**src/rtl/ai_mst_wr_dispatcher_if.sv**
```systemverilog
// Write-path bundle between one AXI4 master port and the per-slave arbitration stages.
// The slave modport is the dispatcher's view; the master modport is the surrounding fabric's view.
interface ai_mst_wr_dispatcher_if #(
  parameter int SLV_AMT           = 2,
  parameter int ADDR_WIDTH        = 32,
  parameter int DATA_WIDTH        = 32,
  parameter int TRANS_MST_ID_W    = 5,
  parameter int TRANS_BURST_W     = 2,
  parameter int TRANS_DATA_LEN_W  = 3,
  parameter int TRANS_DATA_SIZE_W = 3,
  parameter int TRANS_WR_RESP_W   = 2
);
  logic [TRANS_MST_ID_W-1:0]            m_AWID_i;
  logic [ADDR_WIDTH-1:0]                m_AWADDR_i;
  logic [TRANS_BURST_W-1:0]             m_AWBURST_i;
  logic [TRANS_DATA_LEN_W-1:0]          m_AWLEN_i;
  logic [TRANS_DATA_SIZE_W-1:0]         m_AWSIZE_i;
  logic                                 m_AWVALID_i;
  logic                                 m_AWREADY_o;
  logic [DATA_WIDTH-1:0]                m_WDATA_i;
  logic                                 m_WLAST_i;
  logic                                 m_WVALID_i;
  logic                                 m_WREADY_o;
  logic [TRANS_MST_ID_W-1:0]            m_BID_o;
  logic [TRANS_WR_RESP_W-1:0]           m_BRESP_o;
  logic                                 m_BVALID_o;
  logic                                 m_BREADY_i;
  logic [TRANS_MST_ID_W-1:0]            sa_AWID_o;
  logic [ADDR_WIDTH-1:0]                sa_AWADDR_o;
  logic [TRANS_BURST_W-1:0]             sa_AWBURST_o;
  logic [TRANS_DATA_LEN_W-1:0]          sa_AWLEN_o;
  logic [TRANS_DATA_SIZE_W-1:0]         sa_AWSIZE_o;
  logic [SLV_AMT-1:0]                   sa_AWVALID_o;
  logic [SLV_AMT-1:0]                   sa_AWREADY_i;
  logic [SLV_AMT-1:0]                   sa_AW_outst_full_o;
  logic [DATA_WIDTH-1:0]                sa_WDATA_o;
  logic                                 sa_WLAST_o;
  logic [SLV_AMT-1:0]                   sa_WVALID_o;
  logic [SLV_AMT-1:0]                   sa_WREADY_i;
  logic [SLV_AMT-1:0]                   sa_slv_sel_o;
  logic [TRANS_MST_ID_W*SLV_AMT-1:0]    sa_BID_i;
  logic [TRANS_WR_RESP_W*SLV_AMT-1:0]   sa_BRESP_i;
  logic [SLV_AMT-1:0]                   sa_BVALID_i;
  logic [SLV_AMT-1:0]                   sa_BREADY_o;

  modport slave (
    input  m_AWID_i, m_AWADDR_i, m_AWBURST_i, m_AWLEN_i, m_AWSIZE_i, m_AWVALID_i,
    output m_AWREADY_o,
    input  m_WDATA_i, m_WLAST_i, m_WVALID_i,
    output m_WREADY_o,
    output m_BID_o, m_BRESP_o, m_BVALID_o,
    input  m_BREADY_i,
    output sa_AWID_o, sa_AWADDR_o, sa_AWBURST_o, sa_AWLEN_o, sa_AWSIZE_o, sa_AWVALID_o,
    input  sa_AWREADY_i,
    output sa_AW_outst_full_o,
    output sa_WDATA_o, sa_WLAST_o, sa_WVALID_o,
    input  sa_WREADY_i,
    output sa_slv_sel_o,
    input  sa_BID_i, sa_BRESP_i, sa_BVALID_i,
    output sa_BREADY_o
  );

  modport master (
    output m_AWID_i, m_AWADDR_i, m_AWBURST_i, m_AWLEN_i, m_AWSIZE_i, m_AWVALID_i,
    input  m_AWREADY_o,
    output m_WDATA_i, m_WLAST_i, m_WVALID_i,
    input  m_WREADY_o,
    input  m_BID_o, m_BRESP_o, m_BVALID_o,
    output m_BREADY_i,
    input  sa_AWID_o, sa_AWADDR_o, sa_AWBURST_o, sa_AWLEN_o, sa_AWSIZE_o, sa_AWVALID_o,
    output sa_AWREADY_i,
    input  sa_AW_outst_full_o,
    input  sa_WDATA_o, sa_WLAST_o, sa_WVALID_o,
    output sa_WREADY_i,
    input  sa_slv_sel_o,
    output sa_BID_i, sa_BRESP_i, sa_BVALID_i,
    input  sa_BREADY_o
  );
endinterface

```
**src/rtl/ai_mst_wr_dispatcher.sv**
```systemverilog
// Per-master write dispatcher: decodes AW to one slave, steers W by a queued target order, returns B.
// Zero-latency combinational paths; AW stalls on outstanding/order-queue full or a pending switch of slave.
module ai_mst_wr_dispatcher #(
  parameter int SLV_ID_MSB_IDX    = 30,
  parameter int SLV_ID_LSB_IDX    = 30,
  parameter int OUTSTANDING_AMT   = 8,
  parameter int ADDR_WIDTH        = 32,
  parameter int DATA_WIDTH        = 32,
  parameter int TRANS_MST_ID_W    = 5,
  parameter int TRANS_BURST_W     = 2,
  parameter int TRANS_DATA_LEN_W  = 3,
  parameter int TRANS_DATA_SIZE_W = 3,
  parameter int TRANS_WR_RESP_W   = 2
) (
  input logic                   ACLK_i,
  input logic                   ARESET_i,
  ai_mst_wr_dispatcher_if.slave bus
);
  localparam int SLV_W   = SLV_ID_MSB_IDX - SLV_ID_LSB_IDX + 1;
  localparam int SLV_AMT = 2 ** SLV_W;
  localparam int CNT_W   = $clog2(OUTSTANDING_AMT + 1);
  localparam int IDX_W   = $clog2(OUTSTANDING_AMT);
  localparam int PTR_W   = IDX_W + 1;
  localparam logic [CNT_W-1:0] CNT_MAX = CNT_W'(OUTSTANDING_AMT);

  typedef struct packed {
    logic [TRANS_MST_ID_W-1:0]    id;
    logic [ADDR_WIDTH-1:0]        addr;
    logic [TRANS_BURST_W-1:0]     burst;
    logic [TRANS_DATA_LEN_W-1:0]  len;
    logic [TRANS_DATA_SIZE_W-1:0] size;
  } aw_hdr_t;

  aw_hdr_t                    aw_hdr;
  logic [DATA_WIDTH-1:0]      w_dat;
  logic [TRANS_WR_RESP_W-1:0] b_resp;

  logic [CNT_W-1:0] outst_cnt;
  logic [SLV_W-1:0] cur_slv;
  logic [PTR_W-1:0] wr_ptr;
  logic [PTR_W-1:0] rd_ptr;
  logic [SLV_W-1:0] order_mem [OUTSTANDING_AMT];

  logic [SLV_W-1:0] aw_idx;
  logic [SLV_W-1:0] w_head;
  logic fifo_full, fifo_empty, cnt_full, cnt_busy, aw_stall;
  logic aw_hs, w_pop, b_hs;

  assign aw_hdr = '{id: bus.m_AWID_i, addr: bus.m_AWADDR_i, burst: bus.m_AWBURST_i,
                    len: bus.m_AWLEN_i, size: bus.m_AWSIZE_i};
  assign bus.sa_AWID_o    = aw_hdr.id;
  assign bus.sa_AWADDR_o  = aw_hdr.addr;
  assign bus.sa_AWBURST_o = aw_hdr.burst;
  assign bus.sa_AWLEN_o   = aw_hdr.len;
  assign bus.sa_AWSIZE_o  = aw_hdr.size;

  assign w_dat          = bus.m_WDATA_i;
  assign bus.sa_WDATA_o = w_dat;
  assign bus.sa_WLAST_o = bus.m_WLAST_i;

  assign aw_idx     = aw_hdr.addr[SLV_ID_MSB_IDX:SLV_ID_LSB_IDX];
  assign w_head     = order_mem[rd_ptr[IDX_W-1:0]];
  assign fifo_empty = (wr_ptr == rd_ptr);
  assign fifo_full  = (wr_ptr[IDX_W] != rd_ptr[IDX_W]) &&
                      (wr_ptr[IDX_W-1:0] == rd_ptr[IDX_W-1:0]);
  assign cnt_full   = (outst_cnt == CNT_MAX);
  assign cnt_busy   = (outst_cnt != '0);
  // Holding AW while another slave still owes responses keeps B returning in issue order.
  assign aw_stall   = cnt_full | fifo_full | (cnt_busy & (aw_idx != cur_slv));

  always_comb begin
    bus.sa_AWVALID_o       = '0;
    bus.sa_AW_outst_full_o = '0;
    bus.sa_slv_sel_o       = '0;
    bus.sa_BREADY_o        = '0;
    bus.m_AWREADY_o        = 1'b0;
    bus.m_WREADY_o         = 1'b0;
    bus.m_BVALID_o         = 1'b0;
    if (!ARESET_i) begin
      bus.sa_AWVALID_o[aw_idx]        = bus.m_AWVALID_i & ~aw_stall;
      bus.m_AWREADY_o                 = bus.sa_AWREADY_i[aw_idx] & ~aw_stall;
      bus.sa_AW_outst_full_o[cur_slv] = cnt_full;
      if (!fifo_empty) begin
        bus.sa_slv_sel_o[w_head] = 1'b1;
        bus.m_WREADY_o           = bus.sa_WREADY_i[w_head];
      end
      bus.m_BVALID_o           = bus.sa_BVALID_i[cur_slv] & cnt_busy;
      bus.sa_BREADY_o[cur_slv] = bus.m_BREADY_i & cnt_busy;
    end
  end

  assign bus.sa_WVALID_o = bus.sa_slv_sel_o & {SLV_AMT{bus.m_WVALID_i}};
  assign bus.m_BID_o     = bus.sa_BID_i[int'(cur_slv)*TRANS_MST_ID_W +: TRANS_MST_ID_W];
  assign b_resp          = bus.sa_BRESP_i[int'(cur_slv)*TRANS_WR_RESP_W +: TRANS_WR_RESP_W];
  assign bus.m_BRESP_o   = b_resp;

  assign aw_hs = bus.m_AWVALID_i & bus.m_AWREADY_o;
  assign w_pop = bus.m_WVALID_i & bus.m_WREADY_o & bus.m_WLAST_i;
  assign b_hs  = bus.m_BVALID_o & bus.m_BREADY_i;

  always_ff @(posedge ACLK_i) begin
    if (ARESET_i) begin
      outst_cnt <= '0;
      cur_slv   <= '0;
      wr_ptr    <= '0;
      rd_ptr    <= '0;
    end else begin
      if (aw_hs) begin
        wr_ptr  <= wr_ptr + 1'b1;
        cur_slv <= aw_idx;
      end
      if (w_pop) begin
        rd_ptr <= rd_ptr + 1'b1;
      end
      if (aw_hs && !b_hs) begin
        outst_cnt <= outst_cnt + 1'b1;
      end else if (b_hs && !aw_hs) begin
        outst_cnt <= outst_cnt - 1'b1;
      end
    end
  end

  always_ff @(posedge ACLK_i) begin
    if (aw_hs) begin
      order_mem[wr_ptr[IDX_W-1:0]] <= aw_idx;
    end
  end
endmodule

```
**src/flat_wrapper.sv**
```systemverilog
// flat-port wrapper written by rule: the top's interface ports become plain ports
module ai_mst_wr_dispatcher_flat 
#(
  parameter int SLV_ID_MSB_IDX    = 30,
  parameter int SLV_ID_LSB_IDX    = 30,
  parameter int OUTSTANDING_AMT   = 8,
  parameter int ADDR_WIDTH        = 32,
  parameter int DATA_WIDTH        = 32,
  parameter int TRANS_MST_ID_W    = 5,
  parameter int TRANS_BURST_W     = 2,
  parameter int TRANS_DATA_LEN_W  = 3,
  parameter int TRANS_DATA_SIZE_W = 3,
  parameter int TRANS_WR_RESP_W   = 2
)
  (ACLK_i, ARESET_i, bus_m_AWID_i, bus_m_AWADDR_i, bus_m_AWBURST_i, bus_m_AWLEN_i, bus_m_AWSIZE_i, bus_m_AWVALID_i, bus_m_AWREADY_o, bus_m_WDATA_i, bus_m_WLAST_i, bus_m_WVALID_i, bus_m_WREADY_o, bus_m_BID_o, bus_m_BRESP_o, bus_m_BVALID_o, bus_m_BREADY_i, bus_sa_AWID_o, bus_sa_AWADDR_o, bus_sa_AWBURST_o, bus_sa_AWLEN_o, bus_sa_AWSIZE_o, bus_sa_AWVALID_o, bus_sa_AWREADY_i, bus_sa_AW_outst_full_o, bus_sa_WDATA_o, bus_sa_WLAST_o, bus_sa_WVALID_o, bus_sa_WREADY_i, bus_sa_slv_sel_o, bus_sa_BID_i, bus_sa_BRESP_i, bus_sa_BVALID_i, bus_sa_BREADY_o);
  ai_mst_wr_dispatcher_if #(.SLV_AMT(2), .ADDR_WIDTH(ADDR_WIDTH), .DATA_WIDTH(DATA_WIDTH), .TRANS_MST_ID_W(TRANS_MST_ID_W), .TRANS_BURST_W(TRANS_BURST_W), .TRANS_DATA_LEN_W(TRANS_DATA_LEN_W), .TRANS_DATA_SIZE_W(TRANS_DATA_SIZE_W), .TRANS_WR_RESP_W(TRANS_WR_RESP_W)) bus_i ();
  input logic ACLK_i;
  input logic ARESET_i;
  input wire logic [$bits(bus_i.m_AWID_i)-1:0] bus_m_AWID_i;
  input wire logic [$bits(bus_i.m_AWADDR_i)-1:0] bus_m_AWADDR_i;
  input wire logic [$bits(bus_i.m_AWBURST_i)-1:0] bus_m_AWBURST_i;
  input wire logic [$bits(bus_i.m_AWLEN_i)-1:0] bus_m_AWLEN_i;
  input wire logic [$bits(bus_i.m_AWSIZE_i)-1:0] bus_m_AWSIZE_i;
  input wire logic [$bits(bus_i.m_AWVALID_i)-1:0] bus_m_AWVALID_i;
  output wire logic [$bits(bus_i.m_AWREADY_o)-1:0] bus_m_AWREADY_o;
  input wire logic [$bits(bus_i.m_WDATA_i)-1:0] bus_m_WDATA_i;
  input wire logic [$bits(bus_i.m_WLAST_i)-1:0] bus_m_WLAST_i;
  input wire logic [$bits(bus_i.m_WVALID_i)-1:0] bus_m_WVALID_i;
  output wire logic [$bits(bus_i.m_WREADY_o)-1:0] bus_m_WREADY_o;
  output wire logic [$bits(bus_i.m_BID_o)-1:0] bus_m_BID_o;
  output wire logic [$bits(bus_i.m_BRESP_o)-1:0] bus_m_BRESP_o;
  output wire logic [$bits(bus_i.m_BVALID_o)-1:0] bus_m_BVALID_o;
  input wire logic [$bits(bus_i.m_BREADY_i)-1:0] bus_m_BREADY_i;
  output wire logic [$bits(bus_i.sa_AWID_o)-1:0] bus_sa_AWID_o;
  output wire logic [$bits(bus_i.sa_AWADDR_o)-1:0] bus_sa_AWADDR_o;
  output wire logic [$bits(bus_i.sa_AWBURST_o)-1:0] bus_sa_AWBURST_o;
  output wire logic [$bits(bus_i.sa_AWLEN_o)-1:0] bus_sa_AWLEN_o;
  output wire logic [$bits(bus_i.sa_AWSIZE_o)-1:0] bus_sa_AWSIZE_o;
  output wire logic [$bits(bus_i.sa_AWVALID_o)-1:0] bus_sa_AWVALID_o;
  input wire logic [$bits(bus_i.sa_AWREADY_i)-1:0] bus_sa_AWREADY_i;
  output wire logic [$bits(bus_i.sa_AW_outst_full_o)-1:0] bus_sa_AW_outst_full_o;
  output wire logic [$bits(bus_i.sa_WDATA_o)-1:0] bus_sa_WDATA_o;
  output wire logic [$bits(bus_i.sa_WLAST_o)-1:0] bus_sa_WLAST_o;
  output wire logic [$bits(bus_i.sa_WVALID_o)-1:0] bus_sa_WVALID_o;
  input wire logic [$bits(bus_i.sa_WREADY_i)-1:0] bus_sa_WREADY_i;
  output wire logic [$bits(bus_i.sa_slv_sel_o)-1:0] bus_sa_slv_sel_o;
  input wire logic [$bits(bus_i.sa_BID_i)-1:0] bus_sa_BID_i;
  input wire logic [$bits(bus_i.sa_BRESP_i)-1:0] bus_sa_BRESP_i;
  input wire logic [$bits(bus_i.sa_BVALID_i)-1:0] bus_sa_BVALID_i;
  output wire logic [$bits(bus_i.sa_BREADY_o)-1:0] bus_sa_BREADY_o;
  assign bus_i.m_AWID_i = bus_m_AWID_i;
  assign bus_i.m_AWADDR_i = bus_m_AWADDR_i;
  assign bus_i.m_AWBURST_i = bus_m_AWBURST_i;
  assign bus_i.m_AWLEN_i = bus_m_AWLEN_i;
  assign bus_i.m_AWSIZE_i = bus_m_AWSIZE_i;
  assign bus_i.m_AWVALID_i = bus_m_AWVALID_i;
  assign bus_m_AWREADY_o = bus_i.m_AWREADY_o;
  assign bus_i.m_WDATA_i = bus_m_WDATA_i;
  assign bus_i.m_WLAST_i = bus_m_WLAST_i;
  assign bus_i.m_WVALID_i = bus_m_WVALID_i;
  assign bus_m_WREADY_o = bus_i.m_WREADY_o;
  assign bus_m_BID_o = bus_i.m_BID_o;
  assign bus_m_BRESP_o = bus_i.m_BRESP_o;
  assign bus_m_BVALID_o = bus_i.m_BVALID_o;
  assign bus_i.m_BREADY_i = bus_m_BREADY_i;
  assign bus_sa_AWID_o = bus_i.sa_AWID_o;
  assign bus_sa_AWADDR_o = bus_i.sa_AWADDR_o;
  assign bus_sa_AWBURST_o = bus_i.sa_AWBURST_o;
  assign bus_sa_AWLEN_o = bus_i.sa_AWLEN_o;
  assign bus_sa_AWSIZE_o = bus_i.sa_AWSIZE_o;
  assign bus_sa_AWVALID_o = bus_i.sa_AWVALID_o;
  assign bus_i.sa_AWREADY_i = bus_sa_AWREADY_i;
  assign bus_sa_AW_outst_full_o = bus_i.sa_AW_outst_full_o;
  assign bus_sa_WDATA_o = bus_i.sa_WDATA_o;
  assign bus_sa_WLAST_o = bus_i.sa_WLAST_o;
  assign bus_sa_WVALID_o = bus_i.sa_WVALID_o;
  assign bus_i.sa_WREADY_i = bus_sa_WREADY_i;
  assign bus_sa_slv_sel_o = bus_i.sa_slv_sel_o;
  assign bus_i.sa_BID_i = bus_sa_BID_i;
  assign bus_i.sa_BRESP_i = bus_sa_BRESP_i;
  assign bus_i.sa_BVALID_i = bus_sa_BVALID_i;
  assign bus_sa_BREADY_o = bus_i.sa_BREADY_o;
  ai_mst_wr_dispatcher #(.SLV_ID_MSB_IDX(SLV_ID_MSB_IDX), .SLV_ID_LSB_IDX(SLV_ID_LSB_IDX), .OUTSTANDING_AMT(OUTSTANDING_AMT), .ADDR_WIDTH(ADDR_WIDTH), .DATA_WIDTH(DATA_WIDTH), .TRANS_MST_ID_W(TRANS_MST_ID_W), .TRANS_BURST_W(TRANS_BURST_W), .TRANS_DATA_LEN_W(TRANS_DATA_LEN_W), .TRANS_DATA_SIZE_W(TRANS_DATA_SIZE_W), .TRANS_WR_RESP_W(TRANS_WR_RESP_W)) u_core (.ACLK_i(ACLK_i), .ARESET_i(ARESET_i), .bus(bus_i));
endmodule
```
**config.mk**
```make
export PLATFORM = sky130hd
export DESIGN_NAME = ai_mst_wr_dispatcher_flat
export DESIGN_NICKNAME = d
export VERILOG_FILES = /design/src/rtl/ai_mst_wr_dispatcher_if.sv /design/src/rtl/ai_mst_wr_dispatcher.sv /design/src/flat_wrapper.sv
export SDC_FILE = /design/constraint.sdc
export NUM_CORES = 1
export LEC_CHECK = 0
export CAP_MARGIN = 20
export CORE_AREA = 4 4 76 78
export CTS_CLUSTER_DIAMETER = 120
export DETAILED_ROUTE_END_ITERATION = 10
export DIE_AREA = 0 0 80 82
export DONT_BUFFER_PORTS = 1
export SETUP_SLACK_MARGIN = 0.5
export SYNTH_ARGS = -nofsm -noshare
export SYNTH_HDL_FRONTEND = slang
export SYNTH_SLANG_ARGS = --single-unit
```
**constraint.sdc**
```tcl
create_clock -name ACLK_i -period 3.8 [get_ports ACLK_i]
set_input_delay 0.38 -clock ACLK_i [delete_from_list [all_inputs] [get_ports ACLK_i]]
set_output_delay 0.38 -clock ACLK_i [all_outputs]
set_load 0.05 [all_outputs]
```
==> flow_metrics.tcl <==
set metrics [dict create \
    status "complete, no violations" \
    avgRoutedWirePerCell_microns 15.6 \
    synth_top_area_cell "buf_4" \
    power_density_nw_per_um2 487 \
    drt-initial-drc-count 54 \
    grt_overflow 0 \
    timing.hold.ws_ps 181 \
    setup_viol 0 \
    rsz0062_at_grt "false" \
    post_cts_resized 0 \
    grt_max_degree 15 \
    core_sq_um 5070 \
    r2r_cells 12 \
    worstHoldEndpoint "u_core.cur_slv$_SDFFE_PP0P_" \
    viasPerCell 5.09 \
    syn_nets 328 \
    r2r_setup_slack_ps 1040 \
    ys_types 40 \
    h-tree-depth 1 \
    ant_nets 0 \
    intPower_mw 0.500 \
    clock_skew_ps 7.36 \
    crit_start "u_core.wr_ptr[0]$_SDFFE_PP0P_" \
    end_kind "primary output" \
    place_hpwl_microns 2600 \
    rows 26 \
    drtPass1Iterations 4 \
    critical_path.reg2reg.startpoint "u_core.wr_ptr[0]$_SDFFE_PP0P_" \
    cts_buffers 3 \
    netlist.area_leader.share_pct 29.3 \
    syn2layout_area_growth_pct -21.5 \
    min_path_type "in2reg" \
    die-area_sq_um 6560 \
    clock-sinks 24 \
    cp_slowest_cell "nor2_1" \
    antenna_found_initial 0 \
    hold_viol_final 0 \
    syn_area_per_cell_sq_um 9.14 \
    timing.rr.end "u_core.outst_cnt[3]$_SDFFE_PP0P_" \
    gp_congestion 0.821 \
    syn_inst 219 \
    die_w_microns 80 \
    numPortBuffers 0 \
    leakage_nw 0.642 \
    ys_seq_area_share_pct 28.0 \
    cp.required_ps 3420 \
    cp_max_fo 10 \
    slew_viol_final 0 \
    ys_ff_latch 24 \
    arrival_ps 2540 \
    drcViolationCount 0 \
    clk_latency_ps 270 \
    power.share.sequential_pct 39.5 \
    slowest_delay_ps 710 \
    tightest_slew_ps 910 \
    grt_pass1_wl_microns 5130 \
    num_vias 1069 \
    worstSetupPathType "reg2out" \
    clockBufferDepth 2 \
    timing.final.ws_setup_ps 875 \
    ctsRootBufferMaster "clkbuf_8" \
    grt_use_met2_pct 14.2 \
    min_period_ps 2920 \
    yosysWarnings 0 \
    relSlewSlack_pct 39.1 \
    met3_usage_pct 5.48 \
    antenna_cells 0 \
    drive_gt1_share_pct 13.6 \
    p_sw_share_pct 34.6 \
    power.switching_mw 0.265 \
    cts_tree "yes" \
    hold_depth 1 \
    critPathLaunchType "flop" \
    yosys-top-cells-area "buf_4 29%, dfxtp_1 16%, edfxtp_1 12%" \
    dp_slack_ps 1060 \
    syn-cell-area_sq_um 2000 \
    cts_hold_buf 0 \
    grt_pass1_vias 1055 \
    track_usage_pct 9.76 \
    nets 250 \
    maxCapViolCount 0 \
    crit_chain "xor2_1 -> or4b_1 -> nand2_1 -> nor2_1 -> and2_1" \
    totalNegativeSetupSlack_ps 0 \
    start_util_pct 39.4 \
    fin_crit_sh_pct 77.0 \
    p_total_mw 0.765 \
    fmaxAchievable_mhz 342 \
    dieHeight_microns 82 \
    p_comb_share_pct 31.6 \
    pin_count 201 \
    clk_pin_slew_ps 80 \
    peakVddDrop_v 0.000314 \
    use_met1_pct 12.4 \
    post_cts_buffers 0 \
    busiest_layer "met2" \
    wl_microns 3280 \
    hold_start "ARESET_i" \
    power_frac_clock_pct 28.9 \
]
-- power by group through the flow --
| stage | logic [mW] | registers [mW] | clock network [mW] |
|---|---|---|---|
| floorplan | 0.436 | 0.298 | 0 |
| global placement | 0.239 | 0.308 | 0 |
| detailed placement | 0.242 | 0.309 | 0 |
| CTS | 0.243 | 0.303 | 0.230 |
| global route | 0.264 | 0.306 | 0.240 |
| finish | 0.242 | 0.303 | 0.221 |
-- metal layers --
metal  wire [microns]  share of wire [%]
met1             1370                 42
met2             1480                 45
met3              395                 12
met4               27               0.82
met5                0                  0
-- cells in the final DEF, fill, tap and decap left out, types with 4 or more instances in the layout --
cell	n
dfxtp_1	16
and2_1	4
mux2i_1	10
xor2_1	6
ha_1	5
edfxtp_1	8
nor2_1	13
nor3_1	5
inv_1	5
nand2_1	10
mux2_2	8
nand3_1	5
-- worst max path at each step --
stage	end	slack [ps]	cells past startpoint
after floorplan	u_core.outst_cnt[3]$_SDFFE_PP0P_	1060	14
after global placement	u_core.outst_cnt[3]$_SDFFE_PP0P_	1100	12
after detailed placement	u_core.outst_cnt[3]$_SDFFE_PP0P_	1060	12
after CTS	bus_sa_WVALID_o[1]	870	5
after global routing	bus_sa_WVALID_o[1]	710	5
final	bus_sa_WVALID_o[1]	880	5
-- worst max-delay path, delay by kind of cell, from the launching register on --
family	cells	cell delay (ps)
AND/OR/NAND/NOR	4	1550
flip-flops	1	520
XOR/XNOR	1	220
-- Yosys cell counts --
cell type,n
nor3_1,7
nand2_1,10
or4b_1,1
mux2i_1,10
clkbuf_1,5
and2_1,4
clkinv_1,1
a41o_1,1
fa_1,1
mux2i_4,1
o21bai_1,1
xor2_1,6
or2_2,1
edfxtp_1,8
mux2_2,8
mux4_1,2
inv_1,5
o311ai_1,1
nor4b_1,2
nor2_1,13
o41ai_1,1
dfxtp_1,16
and3_2,1
xnor2_1,3
nand3b_1,1
nor4_1,3
buf_2,2
nor2b_1,1
a21o_1,1
nand2b_1,2
or4_1,1
buf_4,78
nand3_1,5
o31ai_1,1
o21ai_0,1
ha_1,5
o211ai_1,1
and3_1,3
nor3b_1,2
a21oi_1,3
-- layout make-up --
type	count	area, sq um
Multi-Input combinational cell	104	813
Sequential cell	24	561
Tap cell	70	87.6
Clock inverter	1	30.0
Inverter	6	22.5
Timing Repair Buffer	2	15.0
Fill cell	563	3500
Clock buffer	3	41.3
-- kinds of logic (layout without fill, tap and decap cells) --
family / count (synthesis) / in the layout / share of synthesized area, %
xor gates and xnor gates: 9 / 9 / 3.94
muxes: 21 / 21 / 13.3
DFF: 24 / 24 / 28.0
AOI/OAI and AO/OA: 11 / 11 / 3.88
buffers and inverters: 91 / 12 / 31.8
and+or+nand+nor: 57 / 57 / 14.9
adders and majority gates: 6 / 6 / 4.13
-- through the flow --
step / utilization (%) / cell area [sq um] / instances
6_report: 30.9 / 1570 / 210
5_1_grt: 30.9 / 1570 / 210
4_1_cts: 30.9 / 1570 / 210
3_5_place_dp: 29.5 / 1500 / 206
3_3_place_gp: 29.5 / 1500 / 206
2_1_floorplan: - / 2000 / 219
(Power assumes the default switching activity.)
